<file path="config.mk">
export PLATFORM = sky130hd
export DESIGN_NAME = mem_access_unit_flat
export DESIGN_NICKNAME = d
export VERILOG_FILES = /design/src/rtl/mem_access_unit_if.sv /design/src/rtl/mem_access_unit.sv /design/src/flat_wrapper.sv
export SDC_FILE = /design/constraint.sdc
export NUM_CORES = 1
export LEC_CHECK = 0
export ABC_AREA = 1
export ABC_CLOCK_PERIOD_IN_PS = 2150
export CORE_ASPECT_RATIO = 1.1
export CORE_UTILIZATION = 30
export CTS_BUF_LIST = sky130_fd_sc_hd__clkbuf_8
export CTS_CLUSTER_SIZE = 10
export DETAILED_ROUTE_END_ITERATION = 8
export PLACE_DENSITY = 0.66
export SLEW_MARGIN = 40
export SYNTH_ARGS = -nofsm -noshare
export SYNTH_HDL_FRONTEND = slang
export SYNTH_SLANG_ARGS = --single-unit
</file>
<file path="constraint.sdc">
create_clock -name clk -period 2.15 [get_ports clk]
set_input_delay 0.5375 -clock clk [delete_from_list [all_inputs] [get_ports clk]]
set_output_delay 0.5375 -clock clk [all_outputs]
set_load 0.01 [all_outputs]
</file>
<file path="src/rtl/mem_access_unit_if.sv">
// Data-memory bus between the MEM-stage access engine and the memory.
// Request uses valid/ready; each accepted request gets exactly one resp_valid pulse.
// Master holds request fields stable while valid and not ready.
interface mem_access_unit_if #(
    parameter int ADDR_WIDTH = 32
);
    logic                  data_req_valid;
    logic                  data_req_ready;
    logic [ADDR_WIDTH-1:0] data_req_addr;
    logic                  data_req_wr;
    logic [3:0]            data_req_wstrb;
    logic [31:0]           data_req_wdata;
    logic                  data_resp_valid;
    logic [31:0]           data_resp_rdata;

    modport master (
        output data_req_valid,
        output data_req_addr,
        output data_req_wr,
        output data_req_wstrb,
        output data_req_wdata,
        input  data_req_ready,
        input  data_resp_valid,
        input  data_resp_rdata
    );

    modport slave (
        input  data_req_valid,
        input  data_req_addr,
        input  data_req_wr,
        input  data_req_wstrb,
        input  data_req_wdata,
        output data_req_ready,
        output data_resp_valid,
        output data_resp_rdata
    );
endinterface

</file>
<file path="src/rtl/mem_access_unit.sv">
// MEM-stage data access engine: strobes/replicated wdata, load extension, misalign traps.
// Latency: 4 cycles minimum (IDLE, REQ, WAIT, DONE), pipeline stalled for the first 3.
// Backpressure: request held stable until data_req_ready; flush withdraws or drains.
module mem_access_unit #(
    parameter int ADDR_WIDTH = 32
) (
    input  logic        clk,
    input  logic        rst,
    input  logic [31:0] MEM_ALUOut,
    input  logic [31:0] MEM_OutB,
    input  logic [2:0]  MEM_LoadType,
    input  logic [1:0]  MEM_StoreType,
    input  logic        MEM_Flush,
    output logic        mem_stall,
    output logic [31:0] mem_wb_data,
    output logic        except_adel,
    output logic        except_ades,
    output logic [31:0] bad_vaddr,
    mem_access_unit_if.master bus
);

    typedef enum logic [2:0] {
        S_IDLE  = 3'd0,
        S_REQ   = 3'd1,
        S_WAIT  = 3'd2,
        S_DRAIN = 3'd3,
        S_DONE  = 3'd4
    } state_t;

    localparam logic [2:0] LT_LB  = 3'd1;
    localparam logic [2:0] LT_LBU = 3'd2;
    localparam logic [2:0] LT_LH  = 3'd3;
    localparam logic [2:0] LT_LHU = 3'd4;
    localparam logic [2:0] LT_LW  = 3'd5;
    localparam logic [1:0] ST_SB  = 2'd1;
    localparam logic [1:0] ST_SH  = 2'd2;
    localparam logic [1:0] ST_SW  = 2'd3;

    state_t state, state_nxt;

    logic                  is_load;
    logic                  is_store;
    logic                  misalign;
    logic                  start;
    logic [3:0]            st_wstrb;
    logic [31:0]           st_wdata;

    logic [ADDR_WIDTH-1:0] lat_addr;
    logic [31:0]           lat_wdata;
    logic [3:0]            lat_wstrb;
    logic                  lat_wr;
    logic [2:0]            lat_type;

    // Lane select from the latched byte offset, then extend per load type.
    function automatic logic [31:0] fmt_load(input logic [31:0] rd,
                                             input logic [1:0]  off,
                                             input logic [2:0]  lt);
        logic [31:0] sh;
        sh = rd >> {off, 3'b000};
        case (lt)
            LT_LB:   fmt_load = {{24{sh[7]}}, sh[7:0]};
            LT_LBU:  fmt_load = {24'd0, sh[7:0]};
            LT_LH:   fmt_load = {{16{sh[15]}}, sh[15:0]};
            LT_LHU:  fmt_load = {16'd0, sh[15:0]};
            default: fmt_load = rd;
        endcase
    endfunction

    always_comb begin
        is_load  = (MEM_LoadType >= LT_LB) && (MEM_LoadType <= LT_LW);
        is_store = !is_load && (MEM_StoreType != 2'd0);
        misalign = 1'b0;
        if (is_load) begin
            if ((MEM_LoadType == LT_LH || MEM_LoadType == LT_LHU) && MEM_ALUOut[0])
                misalign = 1'b1;
            if (MEM_LoadType == LT_LW && MEM_ALUOut[1:0] != 2'b00)
                misalign = 1'b1;
        end else if (is_store) begin
            if (MEM_StoreType == ST_SH && MEM_ALUOut[0])
                misalign = 1'b1;
            if (MEM_StoreType == ST_SW && MEM_ALUOut[1:0] != 2'b00)
                misalign = 1'b1;
        end
        except_adel = is_load && misalign;
        except_ades = is_store && misalign;
        bad_vaddr   = (except_adel || except_ades) ? MEM_ALUOut : 32'd0;
        start       = (is_load || is_store) && !misalign && !MEM_Flush;
    end

    always_comb begin
        st_wstrb = 4'b0000;
        st_wdata = 32'd0;
        case (MEM_StoreType)
            ST_SB: begin
                st_wstrb = 4'b0001 << MEM_ALUOut[1:0];
                st_wdata = {4{MEM_OutB[7:0]}};
            end
            ST_SH: begin
                st_wstrb = MEM_ALUOut[1] ? 4'b1100 : 4'b0011;
                st_wdata = {2{MEM_OutB[15:0]}};
            end
            ST_SW: begin
                st_wstrb = 4'b1111;
                st_wdata = MEM_OutB;
            end
            default: begin
                st_wstrb = 4'b0000;
                st_wdata = 32'd0;
            end
        endcase
    end

    always_ff @(posedge clk) begin
        if (rst)
            state <= S_IDLE;
        else
            state <= state_nxt;
    end

    // An accepted request always owes one response; flush after acceptance must drain it.
    always_comb begin
        state_nxt = state;
        case (state)
            S_IDLE: begin
                if (start)
                    state_nxt = S_REQ;
            end
            S_REQ: begin
                if (bus.data_req_ready)
                    state_nxt = MEM_Flush ? S_DRAIN : S_WAIT;
                else if (MEM_Flush)
                    state_nxt = S_IDLE;
            end
            S_WAIT: begin
                if (bus.data_resp_valid)
                    state_nxt = MEM_Flush ? S_IDLE : S_DONE;
                else if (MEM_Flush)
                    state_nxt = S_DRAIN;
            end
            S_DRAIN: begin
                if (bus.data_resp_valid)
                    state_nxt = S_IDLE;
            end
            S_DONE:  state_nxt = S_IDLE;
            default: state_nxt = S_IDLE;
        endcase
    end

    always_comb begin
        bus.data_req_valid = (state == S_REQ);
        bus.data_req_addr  = lat_addr;
        bus.data_req_wr    = lat_wr;
        bus.data_req_wstrb = lat_wstrb;
        bus.data_req_wdata = lat_wdata;
        case (state)
            S_IDLE:  mem_stall = start;
            S_REQ,
            S_WAIT,
            S_DRAIN: mem_stall = 1'b1;
            default: mem_stall = 1'b0;
        endcase
    end

    always_ff @(posedge clk) begin
        if (rst) begin
            lat_addr    <= '0;
            lat_wdata   <= 32'd0;
            lat_wstrb   <= 4'b0000;
            lat_wr      <= 1'b0;
            lat_type    <= 3'd0;
            mem_wb_data <= 32'd0;
        end else begin
            if (state == S_IDLE && start) begin
                lat_addr  <= MEM_ALUOut[ADDR_WIDTH-1:0];
                lat_wr    <= is_store;
                lat_wstrb <= is_store ? st_wstrb : 4'b0000;
                lat_wdata <= is_store ? st_wdata : 32'd0;
                lat_type  <= is_load ? MEM_LoadType : 3'd0;
            end
            if (state == S_WAIT && bus.data_resp_valid && !MEM_Flush && !lat_wr)
                mem_wb_data <= fmt_load(bus.data_resp_rdata, lat_addr[1:0], lat_type);
        end
    end

endmodule
</file>
<file path="src/flat_wrapper.sv">
// flat-port wrapper written by rule: the top's interface ports become plain ports
module mem_access_unit_flat 
#(
    parameter int ADDR_WIDTH = 32
)
  (clk, rst, MEM_ALUOut, MEM_OutB, MEM_LoadType, MEM_StoreType, MEM_Flush, mem_stall, mem_wb_data, except_adel, except_ades, bad_vaddr, bus_data_req_valid, bus_data_req_addr, bus_data_req_wr, bus_data_req_wstrb, bus_data_req_wdata, bus_data_req_ready, bus_data_resp_valid, bus_data_resp_rdata);
  mem_access_unit_if #(.ADDR_WIDTH(ADDR_WIDTH)) bus_i ();
  input  logic clk;
  input  logic rst;
  input  logic [31:0] MEM_ALUOut;
  input  logic [31:0] MEM_OutB;
  input  logic [2:0] MEM_LoadType;
  input  logic [1:0] MEM_StoreType;
  input  logic MEM_Flush;
  output logic mem_stall;
  output logic [31:0] mem_wb_data;
  output logic except_adel;
  output logic except_ades;
  output logic [31:0] bad_vaddr;
  output wire logic [$bits(bus_i.data_req_valid)-1:0] bus_data_req_valid;
  output wire logic [$bits(bus_i.data_req_addr)-1:0] bus_data_req_addr;
  output wire logic [$bits(bus_i.data_req_wr)-1:0] bus_data_req_wr;
  output wire logic [$bits(bus_i.data_req_wstrb)-1:0] bus_data_req_wstrb;
  output wire logic [$bits(bus_i.data_req_wdata)-1:0] bus_data_req_wdata;
  input wire logic [$bits(bus_i.data_req_ready)-1:0] bus_data_req_ready;
  input wire logic [$bits(bus_i.data_resp_valid)-1:0] bus_data_resp_valid;
  input wire logic [$bits(bus_i.data_resp_rdata)-1:0] bus_data_resp_rdata;
  assign bus_data_req_valid = bus_i.data_req_valid;
  assign bus_data_req_addr = bus_i.data_req_addr;
  assign bus_data_req_wr = bus_i.data_req_wr;
  assign bus_data_req_wstrb = bus_i.data_req_wstrb;
  assign bus_data_req_wdata = bus_i.data_req_wdata;
  assign bus_i.data_req_ready = bus_data_req_ready;
  assign bus_i.data_resp_valid = bus_data_resp_valid;
  assign bus_i.data_resp_rdata = bus_data_resp_rdata;
  mem_access_unit #(.ADDR_WIDTH(ADDR_WIDTH)) u_core (.clk(clk), .rst(rst), .MEM_ALUOut(MEM_ALUOut), .MEM_OutB(MEM_OutB), .MEM_LoadType(MEM_LoadType), .MEM_StoreType(MEM_StoreType), .MEM_Flush(MEM_Flush), .mem_stall(mem_stall), .mem_wb_data(mem_wb_data), .except_adel(except_adel), .except_ades(except_ades), .bad_vaddr(bad_vaddr), .bus(bus_i));
endmodule
</file>
Word-level counts from Yosys, hierarchy flattened. Index checks and enable logic that the tools add are counted.

Register bits after elaboration: 107. Input port bits: 106. Output and inout bits: 137.

Order comparisons: 2. Equal/unequal tests: 17. Shifts and indexed selects: 2. Mux-type cells: 24. Reduce and logical (&&, ||, !) cells: 26.

Operator list (count): 32-bit one-hot mux with 4 select lines (1); 32-bit one-hot mux with 3 select lines (1); 32-bit 2-to-1 mux (2); 32-bit by 5-bit right shift with 16-bit output (1); 3-bit 2-to-1 mux (8); 3-bit by 2-bit == test with 1-bit output, second input constant (5); 1-bit logical AND (14); 3-bit one-hot mux with 4 select lines (1); 4-bit one-hot mux with 3 select lines (1); 3-bit == test, second input constant (3); 4-bit 2-to-1 mux (2); 1-bit 2-to-1 mux (7); 3-bit by 1-bit == test with 1-bit output, second input constant (2); 2-bit == test, second input constant (2); 1-bit zero test (4); 4-bit AND reduction (1); 2-bit nonzero test (2); 1-bit by 2-bit << shifter with 4-bit output, first input constant (1); 3-bit by 1-bit greater-or-equal comparator with 1-bit output, second input constant (1); 3-bit <= comparator, second input constant (1); 3-bit zero test (1); 1-bit logical OR (3); 3-bit by 2-bit inequality test with 1-bit output, second input constant (1); 3-bit inequality test, second input constant (1); 5 further kinds (5).

Logic depth before layout (Yosys ltp).
Depth after elaboration: 11. Mapped depth: 11.

Worst setup path before layout. Ideal clock, no wire load.

Kind: input to output. Start: input port MEM_StoreType[0]. End: output port bad_vaddr[10]. Data arrival time: 1534 ps. Data required time: 1612 ps. Setup slack: 79 ps. Cell stages on the path: 10. Path buffers: 2. Path through: buf_2 > nand2_1 > nand2_1 > nand3_2 > inv_2 > nor2_8 > inv_1 > buf_2 > nand2_1 > inv_1.

Cells in the longest elaborated chain, start to end: 9. Elaborated cells between the ends (all ways): 14. Those cells by class: eq/ne: 2; mux: 5; reduce/logical: 7.

Ends and longest elaborated chain: from (decl) (RTL line flat_wrapper.sv:13) `input logic [1:0] MEM_StoreType;`; 2-bit == test (RTL line mem_access_unit.sv:79) `if (MEM_StoreType == ST_SH && MEM_ALUOut[0])`; 1-bit logical AND (RTL line mem_access_unit.sv:79); 1-bit 2-to-1 mux (RTL line mem_access_unit.sv:79); 1-bit 2-to-1 mux (RTL line mem_access_unit.sv:81) `if (MEM_StoreType == ST_SW && MEM_ALUOut[1:0] != 2'b00)`; 1-bit 2-to-1 mux (RTL line mem_access_unit.sv:78) `end else if (is_store) begin`; 1-bit 2-to-1 mux (RTL line mem_access_unit.sv:73) `if (is_load) begin`; 1-bit logical AND (*) (RTL line mem_access_unit.sv:85) `except_ades = is_store && misalign;`; via except_ades (RTL line flat_wrapper.sv:18) `output logic except_ades;`; 1-bit logical OR (*) (RTL line mem_access_unit.sv:86) `bad_vaddr = (except_adel || except_ades) ? MEM_ALUOut : 32'd0;`; 32-bit 2-to-1 mux (*) (RTL line mem_access_unit.sv:86); to (decl) (RTL line flat_wrapper.sv:19) `output logic [31:0] bad_vaddr;`.

The timed path passes the listed nets; every way through them passes the cells marked *.

Final worst setup path.
Start: input port MEM_ALUOut[0]. End: output port bad_vaddr[11].

Cells in the longest elaborated chain, start to end: 8. Elaborated cells between the ends (all ways): 15. Those cells by class: mux: 7; reduce/logical: 8.

Ends and longest elaborated chain: from (decl) (RTL line flat_wrapper.sv:10) `input logic [31:0] MEM_ALUOut;`; 1-bit logical AND / 2-bit nonzero test (equally long branches) (RTL line mem_access_unit.sv:79, mem_access_unit.sv:76, mem_access_unit.sv:81); 1-bit 2-to-1 mux / 1-bit logical AND (equally long branches) (RTL line mem_access_unit.sv:79, mem_access_unit.sv:81); 1-bit 2-to-1 mux (RTL line mem_access_unit.sv:81); 1-bit 2-to-1 mux (RTL line mem_access_unit.sv:78); 1-bit 2-to-1 mux (*) (RTL line mem_access_unit.sv:73); 1-bit logical AND, on equally long branches (RTL line mem_access_unit.sv:84, mem_access_unit.sv:85); 1-bit logical OR (*) (RTL line mem_access_unit.sv:86); 32-bit 2-to-1 mux (*) (RTL line mem_access_unit.sv:86).

Every way passes the cells marked *; elsewhere a longest branch is shown, timed or not.

==> flow_summary_export.csv <==
group,metric,value,unit
sta,hold_viol_final,0,
hold_path,min_path_cells,3,
sta,maxSlewViolCount,0,
place,place_inst,1346,
worst_setup_path,cp_max_fo,8,
worst_setup_path,critPathArrivalTime,1.59,ns
sta,finalCriticalPeriod,2.131,ns
power_and_ir_drop,seqPwrFrac,35.4,%
sta,min_period_over_period,99.11,%
finish,drive_gt1_share,22.01,%
clock_network,clk_pin_slew_worst_paths,0.10,ns
die,dieWidth,132.9,um
die,start_util,30.71,%
clock_network,cts-hold-fix-buffers,0,
synthesis,postSynthCellCount,836,
die,dieArea,19400,um2
flow_run,max-cap-violations,0,
route,wirelength,21.95,mm
clock_network,root_buffer,"clkbuf_8",
worst_setup_path,regToRegEndpoint,"u_core.mem_wb_data[2]$_SDFFE_PP0P_",
finish,syn_to_final_growth,64.51,%
power_and_ir_drop,p_comb_share,44.3,%
worst_setup_path,start_kind,"input port",
power_and_ir_drop,p_sw,2591,uW
clock_network,h-tree-depth,3,
worst_setup_path,cp-startpoint,"MEM_ALUOut[0]",
finish,final_cell_mix,"197 x nand2_1, 197 x clkdlybuf4s50_1, 111 x a21oi_1",
grt,grt_max_degree,71,
route,antenna_left,0,
route,drtPass1Iterations,5,
worst_setup_path,worstSetupPathType,"in2out",
route,vias,6949,
power_and_ir_drop,power.leakage,0.003828,uW
synthesis,ys.warnings.count,0,
finish,fin_nets,1228,
finish,layout.cells.non_filler,1370,
finish,num-fill-cells,1830,
sta,max_slew_margin,68.43,%
sta,max_freq,469.3,MHz
hold_path,hold_start,"MEM_LoadType[1]",
synthesis,yosysUniqueCellTypes,34,
synthesis,syn_nets,942,
hold_path,whs_endpoint,"u_core.lat_type[1]$_SDFFE_PP0P_",
grt,first_global_vias,6551,
route,viasPerCell,5.072,
worst_setup_path,end_kind,"output pin",
clock_network,clock_sinks,107,
sta,worst_pin_slew,0.4686,ns
power_and_ir_drop,p_int,4030,uW
die,floorplan.rows,52,
synthesis,synthFlopType,"dfxtp_1",
finish,multiInputGateArea,3136,um2
grt,grt_overflow,0,
grt,grt_pass1_wl,34.54,mm
grt,grt_antenna_before_repair,0,
grt,grt_usage,22.26,%
clock_network,cts_tree,"built",
power_and_ir_drop,p_per_area,711.8,nW/um2
hold_path,hp-class,"in2reg",
route,wl_per_cell,16.02,um
clock_network,clk_latency,0.40,ns
worst_setup_path,rr_worst_depth,6,
worst_setup_path,r2r_start,"u_core.bus.data_req_addr[0]$_SDFFE_PP0P_",
finish,antenna_cells,0,
place,dpl.hpwl,15.13,mm
synthesis,syn-cell-area,5654,um2
synthesis,synthArstFlopShare,0,%
sta,finalSetupViolations,0,
clock_network,cts_buffers,9,
sta,rsz0062_at_grt,"yes",
power_and_ir_drop,ir_drop,0.5365,mV
power_and_ir_drop,p_clk_share,20.3,%
worst_setup_path,ff2ff_setup_slack,0.31,ns
synthesis,ys_ff_latch,107,
sta,tns,0,ns
synthesis,synth_seq_area_share,37.88,%
synthesis,synth_edf_count,0,
power_and_ir_drop,netSwitchingFraction,39.13,%
route,drc,0,
synthesis,avgSynthCellArea,6.763,um2
clock_network,cts_max_path_buffers,2,
finish,regArea,2145,um2
die,coreArea,18410,um2
die,die_h,146.0,um
route,drt_iter0_drc,402,
worst_setup_path,critPathRequiredTime,1.61,ns
sta,skew,0.01609,ns
place,port_buffers,242,
place,finalWeightedCongestion,0.8650,
die,io_pins,243,
run_status,outcome,"finished clean",
-- power by group through the flow --
stage	registers, uW	logic (uW)	clock network [uW]
6_report	2340	2930	1340
2_1_floorplan	2440	1450	0
3_3_place_gp	2380	2790	0
3_5_place_dp	2380	2810	0
4_1_cts	2340	2830	1380
5_1_grt	2370	3170	1470
-- how the worst max path moves through the flow --
| stage | cells after the start | slack (ns) | end |
|---|---|---|---|
| floorplan | 10 | 0.08 | bad_vaddr[10] |
| global placement | 10 | -0.99 | bad_vaddr[31] |
| detailed placement | 10 | -1.01 | u_core.bus.data_req_wdata[29]$_SDFFE_PP0P_ |
| CTS | 12 | 0.003 | bad_vaddr[31] |
| global route | 11 | -0.04 | bad_vaddr[26] |
| finish | 10 | 0.02 | bad_vaddr[11] |
-- critical path, cell delays in order --
cell and delay (ns):
buf_12 0.11, nor2_4 0.10, nand3b_1 0.17, o21ai_4 0.10, nor2_8 0.13, inv_8 0.07
buf_16 0.16, nand2_2 0.07, inv_2 0.03, buf_2 0.13
-- logic make-up (layout without fill, tap and decap cells) --
group	after synthesis	count (layout)	share of synthesized area (%)
DFF	107	107	37.88
AOI/OAI and AO/OA	192	192	18.65
and+or+nand+nor	413	413	33.19
buffers and inverters	124	415	10.27
-- layout make-up --
class                   instances  area share (%)
repair buffers                340           35.22
well taps                     243           3.269
multi-input cells             605           33.71
clock inverters                 6          0.7533
clock buffers                  10           1.480
flip-flops and latches        107           23.06
inverters                      59           2.515
-- registers in the layout (all words and copies together) (netlist names) --
signal / flops
u_core.bus.data_req_addr: 32
u_core.bus.data_req_wdata: 32
u_core.bus.data_req_wr: 1
u_core.bus.data_req_wstrb: 4
u_core.lat_type: 3
u_core.mem_wb_data: 32
u_core.state: 3
-- per-layer routing --
layer  wire [um]  track usage [%]  vias to the layer above
met3        1640            5.051                       33
met2       10680            37.09                      254
li1            -                -                     3396
met5           0                0                        -
met1        9146            27.91                     3266
met4         483            8.046                        0
-- synthesized netlist by cell type (all sizes together) (2+ instances only) --
| cell | count | area [um2] |
|---|---|---|
| dfxtp | 107 | 2142 |
| clkinv | 2 | 7.510 |
| nand3 | 46 | 257.8 |
| a21oi | 122 | 659.4 |
| nand2 | 234 | 883.4 |
| o211ai | 3 | 22.52 |
| nand4 | 70 | 437.9 |
| clkbuf | 28 | 105.1 |
| o21ai | 57 | 289.0 |
| a41oi | 8 | 70.07 |
| inv | 57 | 214.0 |
| and2 | 4 | 25.02 |
| nor2 | 49 | 212.7 |
| buf | 37 | 254.0 |
| nor3 | 7 | 40.04 |
-- repair_timing --
action,in CTS,in global routing
buffers inserted,4,2
gates cloned,3,0
gates resized for setup,192,101
pin swaps,11,11
setup endpoints to repair,108,95
-- per-stage QoR --
stage | area (um2) | hold WS (ns) | util [%] | worst slack [ns] | power (uW)
3_3_place_gp | 8776 | 0.4466 | 47.66 | -0.9867 | 5170
3_5_place_dp | 8776 | 0.4520 | 47.66 | -1.006 | 5188
6_report | 9301 | 0.4373 | 50.52 | 0.01912 | 6620
4_1_cts | 8979 | 0.4039 | 48.76 | 0.002614 | 6550
5_1_grt | 9301 | 0.4293 | 50.52 | -0.04124 | 7012
2_1_floorplan | 5654 | 0.4661 | - | 0.07899 | 3886
Power figures use the tool's default switching activity.
